### config.mk
export PLATFORM = sky130hd
export DESIGN_NAME = cordic_sum_sequencer
export DESIGN_NICKNAME = d
export VERILOG_FILES = /design/src/rtl/cordic_sum_pkg.sv /design/src/rtl/cordic_sum_fifo.sv /design/src/rtl/cordic_sum_sequencer.sv
export SDC_FILE = /design/constraint.sdc
export NUM_CORES = 1
export LEC_CHECK = 0
export BUFFER_PORTS_ARGS = -buffer_cell sky130_fd_sc_hd__buf_2
export CORE_MARGIN = 1.5
export CORE_UTILIZATION = 40
export CTS_CLUSTER_SIZE = 8
export DETAILED_ROUTE_END_ITERATION = 8
export PLACE_DENSITY = 0.61
export SLEW_MARGIN = 20
export SYNTH_ARGS = -nofsm -noshare
export SYNTH_HDL_FRONTEND = slang
export SYNTH_SLANG_ARGS = --single-unit
### constraint.sdc
create_clock -name clk -period 11.2 [get_ports clk]
set_input_delay 1.12 -clock clk [delete_from_list [all_inputs] [get_ports clk]]
set_output_delay 1.12 -clock clk [all_outputs]
set_load 0.01 [all_outputs]
### src/rtl/cordic_sum_pkg.sv
// Shared types and constants for the CORDIC cosine-sum sequencer.
package cordic_sum_pkg;

    localparam int FP_W = 32;
    localparam logic [FP_W-1:0] FP_ZERO = 32'h00000000;

    typedef enum logic [2:0] {
        IDLE   = 3'd0,
        FETCH  = 3'd1,
        C_WAIT = 3'd2,
        A_WAIT = 3'd3,
        FINISH = 3'd4
    } state_t;

endpackage

### src/rtl/cordic_sum_fifo.sv
// Synchronous sample FIFO, DEPTH x FP32, show-ahead read port.
module cordic_sum_fifo
    import cordic_sum_pkg::*;
#(
    parameter int DEPTH = 8
)(
    input  logic            clk,
    input  logic            reset_n,
    input  logic            i_wr_en,
    input  logic [FP_W-1:0] i_wr_data,
    input  logic            i_rd_en,
    output logic [FP_W-1:0] o_rd_data,
    output logic            o_full,
    output logic            o_empty
);

    localparam int AW = $clog2(DEPTH);

    logic [AW:0]      r_wr_ptr;
    logic [AW:0]      r_rd_ptr;
    logic [FP_W-1:0]  r_mem [DEPTH];
    logic             w_wr;
    logic             w_rd;

    // Extra pointer bit distinguishes full from empty when the indices match
    assign o_full    = (r_wr_ptr[AW] != r_rd_ptr[AW]) &&
                       (r_wr_ptr[AW-1:0] == r_rd_ptr[AW-1:0]);
    assign o_empty   = (r_wr_ptr == r_rd_ptr);
    assign w_wr      = i_wr_en && !o_full;
    assign w_rd      = i_rd_en && !o_empty;
    assign o_rd_data = r_mem[r_rd_ptr[AW-1:0]];

    // Pointer advance on accepted write/read
    always_ff @(posedge clk or negedge reset_n) begin
        if (!reset_n) begin
            r_wr_ptr <= {(AW+1){1'b0}};
            r_rd_ptr <= {(AW+1){1'b0}};
        end else begin
            if (w_wr) r_wr_ptr <= r_wr_ptr + {{AW{1'b0}}, 1'b1};
            if (w_rd) r_rd_ptr <= r_rd_ptr + {{AW{1'b0}}, 1'b1};
        end
    end

    // Storage array write
    always_ff @(posedge clk) begin
        if (w_wr) r_mem[r_wr_ptr[AW-1:0]] <= i_wr_data;
    end

endmodule

### src/rtl/cordic_sum_sequencer.sv
// Sequences sum of cos(x_i) over a burst through shared CORDIC and FP32 adder.
// Optional watchdog enabled by defining CORDIC_SUM_TIMEOUT_EN.
module cordic_sum_sequencer
    import cordic_sum_pkg::*;
#(
    parameter int DEPTH       = 8,
    parameter int CNT_W       = 16,
    parameter int TIMEOUT_CYC = 1023
)(
    input  logic             clk,
    input  logic             reset_n,
    input  logic             start,
    input  logic [CNT_W-1:0] n,
    input  logic [FP_W-1:0]  in_data,
    input  logic             in_valid,
    output logic             in_ready,
    output logic             cordic_start,
    output logic [FP_W-1:0]  cordic_data,
    input  logic [FP_W-1:0]  cordic_result,
    input  logic             cordic_done,
    output logic             add_enable,
    output logic [FP_W-1:0]  add_a,
    output logic [FP_W-1:0]  add_b,
    input  logic [FP_W-1:0]  add_result,
    input  logic             add_done,
    output logic [FP_W-1:0]  result,
    output logic             done,
    output logic             busy,
    output logic             error
);

    localparam logic [CNT_W-1:0] CNT_ONE = {{(CNT_W-1){1'b0}}, 1'b1};

    state_t           r_state;
    state_t           w_next_state;
    logic [CNT_W-1:0] r_cnt;
    logic [FP_W-1:0]  r_acc;
    logic [FP_W-1:0]  r_cordic_data;
    logic [FP_W-1:0]  r_add_a;
    logic [FP_W-1:0]  r_add_b;
    logic [FP_W-1:0]  r_result;
    logic             r_cordic_start;
    logic             r_add_enable;
    logic             r_done;
    logic             r_busy;
    logic             w_pop;
    logic             w_timeout;
    logic             w_fifo_full;
    logic             w_fifo_empty;
    logic [FP_W-1:0]  w_fifo_rdata;

    cordic_sum_fifo #(.DEPTH(DEPTH)) u_fifo (
        .clk       (clk),
        .reset_n   (reset_n),
        .i_wr_en   (in_valid),
        .i_wr_data (in_data),
        .i_rd_en   (w_pop),
        .o_rd_data (w_fifo_rdata),
        .o_full    (w_fifo_full),
        .o_empty   (w_fifo_empty)
    );

    assign in_ready     = !w_fifo_full;
    assign cordic_start = r_cordic_start;
    assign cordic_data  = r_cordic_data;
    assign add_enable   = r_add_enable;
    assign add_a        = r_add_a;
    assign add_b        = r_add_b;
    assign result       = r_result;
    assign done         = r_done;
    assign busy         = r_busy;

    // FSM state register
    always_ff @(posedge clk or negedge reset_n) begin
        if (!reset_n) r_state <= IDLE;
        else          r_state <= w_next_state;
    end

    // Next-state and FIFO pop decode; handshakes outside their wait state are dropped
    always_comb begin
        w_next_state = r_state;
        w_pop        = 1'b0;
        case (r_state)
            IDLE: begin
                if (start) w_next_state = (n == {CNT_W{1'b0}}) ? FINISH : FETCH;
                else       w_next_state = IDLE;
            end
            FETCH: begin
                if (!w_fifo_empty) begin
                    w_pop        = 1'b1;
                    w_next_state = C_WAIT;
                end else begin
                    w_next_state = FETCH;
                end
            end
            C_WAIT: begin
                if (w_timeout)        w_next_state = FINISH;
                else if (cordic_done) w_next_state = A_WAIT;
                else                  w_next_state = C_WAIT;
            end
            A_WAIT: begin
                if (w_timeout)     w_next_state = FINISH;
                else if (add_done) w_next_state = (r_cnt == CNT_ONE) ? FINISH : FETCH;
                else               w_next_state = A_WAIT;
            end
            FINISH:  w_next_state = IDLE;
            default: w_next_state = IDLE;
        endcase
    end

    // Datapath and handshake registers
    always_ff @(posedge clk or negedge reset_n) begin
        if (!reset_n) begin
            r_cnt          <= {CNT_W{1'b0}};
            r_acc          <= FP_ZERO;
            r_cordic_data  <= FP_ZERO;
            r_add_a        <= FP_ZERO;
            r_add_b        <= FP_ZERO;
            r_result       <= FP_ZERO;
            r_cordic_start <= 1'b0;
            r_add_enable   <= 1'b0;
            r_done         <= 1'b0;
            r_busy         <= 1'b0;
        end else begin
            r_cordic_start <= 1'b0;
            r_done         <= 1'b0;
            case (r_state)
                IDLE: begin
                    if (start) begin
                        r_cnt  <= n;
                        r_acc  <= FP_ZERO;
                        r_busy <= 1'b1;
                    end
                end
                FETCH: begin
                    if (w_pop) begin
                        r_cordic_data  <= w_fifo_rdata;
                        r_cordic_start <= 1'b1;
                    end
                end
                C_WAIT: begin
                    if (w_next_state == A_WAIT) begin
                        r_add_a      <= cordic_result;
                        r_add_b      <= r_acc;
                        r_add_enable <= 1'b1;
                    end
                end
                A_WAIT: begin
                    if (w_timeout) begin
                        r_add_enable <= 1'b0;
                    end else if (add_done) begin
                        r_acc        <= add_result;
                        r_add_enable <= 1'b0;
                        r_cnt        <= r_cnt - CNT_ONE;
                    end
                end
                FINISH: begin
                    r_result <= r_acc;
                    r_done   <= 1'b1;
                    r_busy   <= 1'b0;
                end
                default: begin
                    r_add_enable <= 1'b0;
                end
            endcase
        end
    end

`ifdef CORDIC_SUM_TIMEOUT_EN
    localparam int WD_W = $clog2(TIMEOUT_CYC + 1);

    logic [WD_W-1:0] r_wd_cnt;
    logic            r_error;

    // Watchdog counter restarts on every state change; error is sticky until next start
    always_ff @(posedge clk or negedge reset_n) begin
        if (!reset_n) begin
            r_wd_cnt <= {WD_W{1'b0}};
            r_error  <= 1'b0;
        end else begin
            if (w_next_state != r_state)
                r_wd_cnt <= {WD_W{1'b0}};
            else if (r_state == C_WAIT || r_state == A_WAIT)
                r_wd_cnt <= r_wd_cnt + {{(WD_W-1){1'b0}}, 1'b1};
            else
                r_wd_cnt <= {WD_W{1'b0}};
            if (r_state == IDLE && start) r_error <= 1'b0;
            else if (w_timeout)           r_error <= 1'b1;
        end
    end

    assign w_timeout = (r_state == C_WAIT || r_state == A_WAIT) &&
                       (r_wd_cnt == WD_W'(TIMEOUT_CYC));
    assign error     = r_error;
`else
    assign w_timeout = 1'b0;
    assign error     = 1'b0;
`endif

endmodule
# After elaboration in Yosys (flattened, before gate mapping)
# Memory sizes are Yosys's and may differ from the RTL's. A register that Yosys moved wholly into a read port is not among the register bits.
# Cells that the tools add are included.
# classes
add_sub_neg	3
n_eq_ne	12
muxes	25
n_bitwise	1
n_reduce_logical	16
# ops
op	n
$mux 32	2
$pmux 32 s2	1
$mux 16	2
$pmux 16 s2	1
$eq 16x1->1 const B	1
$logic_not 16->1	1
$sub 16x1->16 const B	1
$mux 3	4
$pmux 3 s4	1
$mux 1	11
$eq 3x2->1 const B	3
$add 4x1->4 const B	2
$ne 2x2->1 const B	3
$reduce_and 2->1	3
$reduce_and 3->1	2
$eq 4x4->1	1
$reduce_bool 2->1	2
$eq 3x1->1 const B	1
$eq 3x3->1	1
$eq 3x3->1 const B	1
$logic_and 1x1->1	3
$logic_not 1->1	3
$logic_not 3->1	1
$pmux 1 s3	1
5 further kinds	5
# word_totals
register_bits	159
mem_bits_rw	256
inputBits	118
output_inout_bits	134
elab_cells	70
memories	1
# mem_list
name	depth	word_bits	read_ports	rd_ports_with_merged_regs	wr	line	text
u_fifo.r_mem	8	32	1	1	1	cordic_sum_fifo.sv:21	logic [FP_W-1:0] r_mem [DEPTH];

# Depth between registers and ports, before layout
# Gate-level depths: netlist of run 1.
# logic_depth
depth_word	7
depth_mapped	7
ltp_nobuf	6

# By module
# Synthesis of run 1 repeated with hierarchy kept, for this count alone.
# unflattened
cells_unflattened	1002
area_unflattened_um2	17730.8
# by_module_without_submodules
mod	instances	cells_per_inst	area_per_inst_um2	seq_area_each_um2
cordic_sum_fifo	1	425	10242.3	7887.6
cordic_sum_sequencer	1	577	7488.4	4579.4

# Worst setup path after synthesis of run 1
# No wires, ideal clock.
# synth_path
kind	input to register
from	input in_valid
to	memory u_fifo.r_mem[4][0], enable pin
setup_time_ns	0.513
arrival_time_ns	4.645
required_time_ns	10.687
path_slack_ns	6.042
cell_stages	2
n_path_buf	0
path_cell_list	o41ai_4 nor4b_1
# synth_between
elab_chain_cells	3
# synth_rtl
item	line	text
start, declared	cordic_sum_sequencer.sv:15	input logic in_valid,
$logic_and 1x1->1	cordic_sum_fifo.sv:29	assign w_wr = i_wr_en && !o_full;
$mux 1	cordic_sum_fifo.sv:46	if (w_wr) r_mem[r_wr_ptr[AW-1:0]] <= i_wr_data;
$mux 1 (not written as such)	cordic_sum_fifo.sv:46	
end, declared	cordic_sum_fifo.sv:21	
# Every way passes these cells.

# Worst setup path in the final report of run 1
# layout_path
from	register u_fifo.r_rd_ptr[2]
to	output in_ready
# layout_between
elab_chain_cells	3
# layout_rtl
item	line	text
start, declared	cordic_sum_fifo.sv:20	logic [AW:0] r_rd_ptr;
start signal, assigned	cordic_sum_fifo.sv:37	r_rd_ptr <= {(AW+1){1'b0}};
start signal, assigned	cordic_sum_fifo.sv:40	if (w_rd) r_rd_ptr <= r_rd_ptr + {{AW{1'b0}}, 1'b1};
$eq 3x3->1	cordic_sum_fifo.sv:27	(r_wr_ptr[AW-1:0] == r_rd_ptr[AW-1:0]);
$logic_and 1x1->1	cordic_sum_fifo.sv:26	assign o_full = (r_wr_ptr[AW] != r_rd_ptr[AW]) &&
$logic_not 1->1	cordic_sum_sequencer.sv:63	assign in_ready = !w_fifo_full;
end, declared	cordic_sum_sequencer.sv:16	output logic in_ready,
# Every way passes these cells.

==> summary.md, run 1 <==
| Metric | Value |
|---|---|
| Critical path required time | `10.08 ns` |
| Number of synthesized register bits | `447` |
| Period minus WS final | `3.779 ns` |
| Post-cts sizing count | `0` |
| I/O Pins | `252` |
| DIE AREA | `44720 um^2` |
| Max_slew headroom | `34.94%` |
| Seq/Total Area, Yosys | `71.72%` |
| Antenna Violating Nets Remaining | `0` |
| EDFF count, synth | `256` |
| Final instance area | `21270 um^2` |
| Worst setup SP type | `flop` |
| Post-synth top flop | `edfxtp_1` |
| Setup CP Type | `reg -> out` |
| Number of max-cap violations | `0` |
| Number of vias per cell | `5.067` |
| GRT Residual Overflow | `0` |
| Cell variety after synth | `51` |
| Syn. warnings | `0` |
| Post-synthesis cell area | `17380 um^2` |
| TritonCTS Buffers | `66` |
| Status | `complete, no violations` |
| Layout fillers | `3681` |
| Crit Path Max Fanout | `62` |
| H-tree level count | `3` |
| Final critical-path share of the clock period | `33.74%` |
| First-pass GRT wire length | `58.26 mm` |
| CP max stage cell | `buf_4` |
| HPWL after detailed placement | `23.50 mm` |
| Crit-path cells | `buf_4 > xor2_1 > or4_4 > buf_2` |
| Clock skew | `0.01982 ns` |
| Final cell count without fillers | `1928` |
| Peak VDD IR | `153.2 uV` |
| Clock root buffer | `clkbuf_16` |
| DRT iter0 DRCs | `722` |
| Clock transition at path regs | `0.05 ns` |
| GRT Total Usage | `17.25%` |
| Clock net sink count | `447` |
| Max Slew Vio Count | `0` |
| Synthesized area per cell | `16.99 um^2` |
| Cells after synthesis | `1023` |
| FF/Latch Area | `12470 um^2` |
| Inst Count DP | `1818` |
| Final nets | `1424` |
| Routed wire length | `38.27 mm` |
| Clock latency on the worst-skew pair | `0.58 ns` |
| Fmax | `264.6 MHz` |
| Via count | `9770` |
| Final Util | `49.48%` |
| Largest net degree at the start of global routing | `76` |
| Hold Path Class | `reg -> reg` |
| WP data arrival | `2.66 ns` |
| Initial core utilization | `40.44%` |
| Std cell rows | `76` |
| Worst R2R Setup Slack | `7.92 ns` |
| PD cells | `271.3 nW/um^2` |
| Setup Fix Bufs, Post-CTS | `0` |
| Worst path max stage delay | `0.73 ns` |
| Maximum clock insertion buffer count | `3` |
| Multi-input gate area | `4643 um^2` |
| Area of placed instances | `19300 um^2` |
| Final-report hold violation count | `0` |
| Initial DRT Pass Iterations | `4` |
| Gpl congestion | `0.7392` |
| Initial antenna violation count | `7` |
| Port bufs | `250` |
| Fin Setup TNS | `0 ns` |
| Setup violators final | `0` |
| Hold_buf cts | `0` |
| Pleak | `8.707 nW` |
| # DRC | `0` |
| CP endpoint kind | `output port` |
| Area of the core | `42980 um^2` |
| RSZ-0062 raised after global routing | `false` |
| Fraction of layout cells with a size suffix above 1 | `39.52%` |
| Die height | `211.5 um` |
| Syn nets | `1145` |
| Vias in the first global route | `10050` |
| Worst slew pin tran | `0.9759 ns` |
| Die W | `211.5 um` |
| DR WL/cell | `19.85 um` |
| Area Overhead vs Synth | `22.34%` |
| Async SR Flop Fraction | `42.73%` |
| CTS tree | `done` |
## synthesized netlist by cell type, types with 2 or more instances
master	instances	share of area, %
a21oi_1	15	0.43
a22oi_1	3	0.13
a2bb2oi_1	8	0.40
buf_1	3	0.065
buf_2	26	0.75
buf_4	13	0.56
clkbuf_1	19	0.41
dfrtp_1	191	27
edfxtp_1	256	44
ha_1	4	0.29
inv_1	10	0.22
mux2_2	96	6.2
mux2i_1	32	1.8
mux4_2	64	8.3
nand2_1	113	2.4
nand3_1	44	1.3
nand4_1	9	0.32
nor2_1	7	0.15
nor3_1	5	0.14
nor3_2	2	0.12
nor3b_1	3	0.13
nor4_1	8	0.29
nor4b_1	3	0.15
o211ai_1	2	0.086
o21ai_0	43	1.2
o21ai_1	4	0.12
o22ai_1	7	0.25
o41ai_4	2	0.32
xnor2_1	4	0.20
xor2_1	6	0.30
## cells in the final DEF (no fill, tap or decap), types with 3 or more instances in the layout
cell	count
nor3_1	3
ha_1	4
a22oi_1	3
nand3_1	44
xnor2_1	4
nor4_1	7
a2bb2oi_1	8
xor2_1	6
a21oi_1	15
nor4b_2	3
dfrtp_1	188
inv_1	10
buf_4	21
buf_2	249
nor2_1	7
clkbuf_1	32
mux2i_1	32
mux4_2	64
nand4_1	9
nor3b_2	3
o21ai_1	4
nand2_1	113
edfxtp_1	256
o22ai_1	7
o21ai_0	43
clkbuf_16	67
mux2_2	96
## sequential cells by signal, summed over array words and instances (netlist names), 16 cells and up
signal,flops
r_cnt,16
result,32
add_a,32
r_acc,32
cordic_data,32
u_fifo.r_mem,256
add_b,32
## cell type report
class / instances / share of cell area [%]
multi-input cells: 505 / 21.83
diodes: 2 / 0.02353
clock inverters: 7 / 0.5648
clock buffers: 100 / 8.513
inverters: 10 / 0.1765
flip-flops and latches: 447 / 58.65
well taps: 585 / 3.442
repair buffers: 272 / 6.795
## through the flow
step | total power [mW] | hold slack, ns | setup WS, ns
after floorplan | 3.459 | 0.4496 | 6.042
after global placement | 3.969 | 0.4606 | 7.839
after detailed placement | 4.008 | 0.4650 | 7.783
after CTS | 5.866 | 0.4772 | 7.341
after global routing | 6.098 | 0.5013 | 7.280
final | 5.769 | 0.4687 | 7.421
## worst paths after layout
kind,startpoint,end,depth (start not counted)
max in group asynchronous,reset_n,result[5],3
hold reg to reg,cordic_data[18],cordic_data[18],2
min in group asynchronous,reset_n,add_a[16],1
hold / removal,cordic_data[18],cordic_data[18],2
setup / recovery,u_fifo.r_rd_ptr[2],in_ready,4
setup reg to reg,u_fifo.r_rd_ptr[2],u_fifo.r_mem[7][22],5
## critical path: cells and delay by family, from the launching register on
family | cells | cell delay (ns)
buf+inv | 2 | 0.90
xor+xnor | 1 | 0.34
flops | 1 | 0.33
simple gates | 1 | 0.50
## logic make-up (layout without fill, tap and decap cells)
kind of cell / Yosys count / after routing / share of synthesized area, %
flops: 447 / 447 / 71.72
simple gates: 204 / 204 / 5.578
mux: 193 / 193 / 16.42
compound gates: 92 / 92 / 3.376
buf+inv: 71 / 389 / 2.001
xor+xnor: 11 / 11 / 0.5974
fa+ha+maj: 4 / 4 / 0.2879
other cells: 1 / 3 / 0.02157
## routing by layer
layer  part of all wire [%]  GRT usage (%)
met1                     44          22.48
met2                     48          28.36
met3                    6.1          4.450
met4                    1.9          5.369
met5                   0.21              0
## power breakdown
part | switching (mW) | internal, mW
Clock | 0.706 | 1.12
Sequential | 0.225 | 2.15
Combinational | 0.879 | 0.697
Total | 1.81 | 3.96
Power figures use the tool's default switching activity.
==> run 2: changes to the inputs <==
- ABC_AREA: unset -> 1
- PLACE_DENSITY: 0.61 -> 0.63
- clock period: 11.2 -> 3.21 ns (I/O delays scaled with it)
==> run 2 against run 1 <==
Compared with the run above: die area grew 5.4%; synthesized cell count grew 76%; critical path type is now reg -> reg; clock skew grew 0.0027 ns; cell count grew 44%.
==> summary.md, run 2 <==
| Metric | Value |
|---|---|
| Number of vias per cell | `4.900 (-3.3%)` |
| Area Overhead vs Synth | `25.35%` |
| Hold Path Class | `in -> reg` |
| DR WL/cell | `16.26 um (-18%)` |
| Antenna Violating Nets Remaining | `0 (unchanged)` |
| Critical Path Start | `u_fifo.r_rd_ptr[0]` |
| H-tree level count | `3 (unchanged)` |
| Status | `complete, no violations` |
| Cell variety after synth | `29 (-43%)` |
| Clock net sink count | `447 (unchanged)` |
| Inst Count DP | `2581 (+42%)` |
| P_sw | `7.378 mW (+310%)` |
| Largest net degree at the start of global routing | `103 (+36%)` |
| Synthesized area per cell | `10.19 um^2 (-40%)` |
| Crit-path cells | `xnor2_1 > nand4_1 > nand2_1 > nor2_4 > buf_12` |
| Syn. warnings | `0 (unchanged)` |
| WP data arrival | `2.68 ns (+0.02 ns)` |
| Worst slew pin tran | `1.077 ns (+0.1011 ns)` |
| Via count | `13570 (+39%)` |
| Number of synthesized register bits | `447 (unchanged)` |
| Async SR Flop Fraction | `42.73% (unchanged)` |
| DRT iter0 DRCs | `1193 (+65%)` |
| HPWL after detailed placement | `27.05 mm (+15%)` |
| Post-synth top flop | `edfxtp_1` |
| Worst r2r src | `u_fifo.r_rd_ptr[0]` |
| Number of max-cap violations | `0 (unchanged)` |
| Synth top area cells | `edfxtp_1 (42%), dfrtp_1 (26%), nand2_1 (12%)` |
| Vias in the first global route | `13280 (+32%)` |
| Switching Fraction | `35.38% (+4.0 points)` |
| Syn nets | `1920 (+68%)` |
| CTS tree | `done` |
| Metal-1 WL | `19.61 mm (+17%)` |
| Final critical-path share of the clock period | `74.62%` |
| Clock latency on the worst-skew pair | `0.59 ns (about the same)` |
| Initial antenna violation count | `3 (-4)` |
| Initial core utilization | `40.47% (about the same)` |
| CP max stage cell | `dfrtp_4` |
| Clock root buffer | `clkbuf_16` |
| Final nets | `2252 (+58%)` |
| First-pass GRT wire length | `70.65 mm (+21%)` |
| Final cell count without fillers | `2769 (+44%)` |
| HP Start | `add_result[30]` |
| Worst path max stage delay | `0.57 ns (-0.16 ns)` |
| Wire length on met3 | `3.114 mm (+34%)` |
| Register share of total power | `38.7% (-2.4 points)` |
| Post-cts sizing count | `0 (unchanged)` |
| Fmax | `417.5 MHz` |
| Die height | `217.1 um (+2.6%)` |
| Period minus WS final | `2.395 ns` |
| TritonCTS Buffers | `66 (unchanged)` |
| Clock skew | `0.02256 ns (+0.002740 ns)` |
| Fraction of layout cells with a size suffix above 1 | `17.39% (-22 points)` |
| Most frequent cells in the layout | `nand2_1 (603), edfxtp_1 (256), buf_2 (249)` |
| Top layer in use | `met5` |
| Maximum clock insertion buffer count | `3 (unchanged)` |
| Combinational share of power | `30.6% (+3.3 points)` |
| Critical path required time | `3.49 ns (-6.59 ns)` |
| Die W | `217.1 um (+2.6%)` |
| Initial DRT Pass Iterations | `6 (+2)` |
| I/O Pins | `252 (unchanged)` |
| GRT Total Usage | `19.12% (+1.9 points)` |
| Setup violators final | `0 (unchanged)` |
| GRT Residual Overflow | `0 (unchanged)` |
| RSZ-0062 raised after global routing | `false` |
| Clock power share | `30.7% (-0.9 points)` |
| Dominant cell type by area after synthesis | `edfxtp_1` |
| Share of the synthesized area in the top cell type | `41.94% (-2.3 points)` |
| Crit path buf inv count | `1 (-1)` |
| Area of placed instances | `20220 um^2 (+4.7%)` |
| Port bufs | `250 (unchanged)` |
| PD cells | `907.8 nW/um^2 (+230%)` |
| Peak VDD IR | `468.5 uV (+210%)` |
| Setup Fix Bufs, Post-CTS | `0 (unchanged)` |
| Max FFs per register | `256 (unchanged)` |
| Fin Setup TNS | `0 ns (unchanged)` |
| Worst setup SP type | `flop` |
| Pleak | `10.26 nW (+18%)` |
| # DRC | `0 (unchanged)` |
| Final-report hold violation count | `0 (unchanged)` |
| CP endpoint kind | `flop` |
| Most common library cell in the layout ignoring fill and taps | `nand2_1` |
| Setup CP Type | `reg -> reg` |
| Seq/Total Area, Yosys | `68.02% (-3.7 points)` |
| Cells after synthesis | `1798 (+76%)` |
| EDFF count, synth | `256 (unchanged)` |
| Max Slew Vio Count | `0 (unchanged)` |
| Total Power | `20.86 mW (+260%)` |
| Clock transition at path regs | `0.05 ns (about the same)` |
| Top cells by count, synth | `nand2_1 (604), edfxtp_1 (256), dfrtp_1 (191), o21ai_0 (187), nor2_1 (177)` |
| Area of the core | `45280 um^2 (+5.4%)` |
| Gpl congestion | `0.8424 (+14%)` |
| Crit Path Max Fanout | `21 (-66%)` |
| Hold_buf cts | `81 (+81)` |
| Final instance area | `22970 um^2 (+8.0%)` |
| Routed wire length | `45.02 mm (+18%)` |
| DIE AREA | `47110 um^2 (+5.4%)` |
| Delay-heaviest family, CP | `simple AND/OR/NAND/NOR gates` |
| Layout fillers | `4031 (+9.5%)` |
| Top-count cell post-synth | `nand2_1` |
| Final Util | `50.74% (+1.3 points)` |
| Pint | `13.48 mW (+240%)` |
| Std cell rows | `78 (+2.6%)` |
| Met2 WL | `21.21 mm (+15%)` |
| Post-synthesis cell area | `18330 um^2 (+5.4%)` |
| Max_slew headroom | `28.03% (-6.9 points)` |
## run 2: cell types whose count changed after synthesis, moves of 32 or more
cell / delta
mux2i_1: -32
o21ai_0: +144
mux2_2: -96
mux4_2: -64
inv_1: +123
o211ai_1: +63
nand2_1: +491
nor2_1: +170
## run 2: cells by family after synthesis
kind of cell,count (synthesis),share of synthesized area [%]
and+or+nand+nor,847,17.97
DFF,447,68.02
AOI/OAI and AO/OA,255,7.919
buffers and inverters,236,5.414
xor gates and xnor gates,8,0.3823
adders and majority gates,4,0.2731
other,1,0.02046
## run 2: power by group through the flow
stage | combinational, mW | sequential (mW) | clock, mW
global placement | 6.28 | 8.11 | 0
CTS | 6.49 | 8.08 | 6.55
floorplan | 4.16 | 8.26 | 0
finish | 6.38 | 8.08 | 6.40
detailed placement | 6.37 | 8.17 | 0
global route | 7.28 | 8.22 | 6.81
## run 2: path summary, 6_finish.rpt
path                                            to  slack [ns]  depth (start not counted)
worst max-delay path            u_fifo.r_mem[5][6]        0.81                          5
worst min-delay path                     r_acc[30]        0.02                          3
worst max register to register  u_fifo.r_mem[5][6]        0.81                          5
worst min register to register            add_a[3]        0.46                          2
max in group asynchronous                 r_acc[4]        2.00                          3
min in group asynchronous                 r_cnt[9]        0.35                          2
## run 2: area by class of cell
type                            count  area, um^2  share of cell area (%)
Inverter                          140       526.8                   2.293
Clock buffer                       98        1793                   7.804
Multi-Input combinational cell   1115        4931                   21.46
Timing Repair Buffer              360        2351                   10.23
Sequential cell                   447       12470                   54.28
Tap cell                          600       750.7                   3.268
Clock inverter                      8       148.9                  0.6481
Antenna cell                        1       2.502                 0.01089
## run 2: metrics by stage
step,hold slack (ns),setup WS [ns]
final,0.01993,0.8147
after global routing,0.008600,0.6470
after CTS,0.0003155,0.7940
after detailed placement,0.4153,0.8037
after global placement,0.4093,0.8184
after floorplan,0.02541,0.3100
## run 2: per-layer routing
layer,vias up,GRT usage [%]
met1,6478,23.93
met5,-,0
li1,6558,-
met4,4,5.741
met3,87,4.976
met2,442,32.51
## run 2: worst reg2reg max path, stage by stage (launching register included)
cell	delay (ns)
dfrtp_4	0.57
xnor2_1	0.18
nand4_1	0.21
nand2_1	0.35
nor2_4	0.51
buf_12	0.26
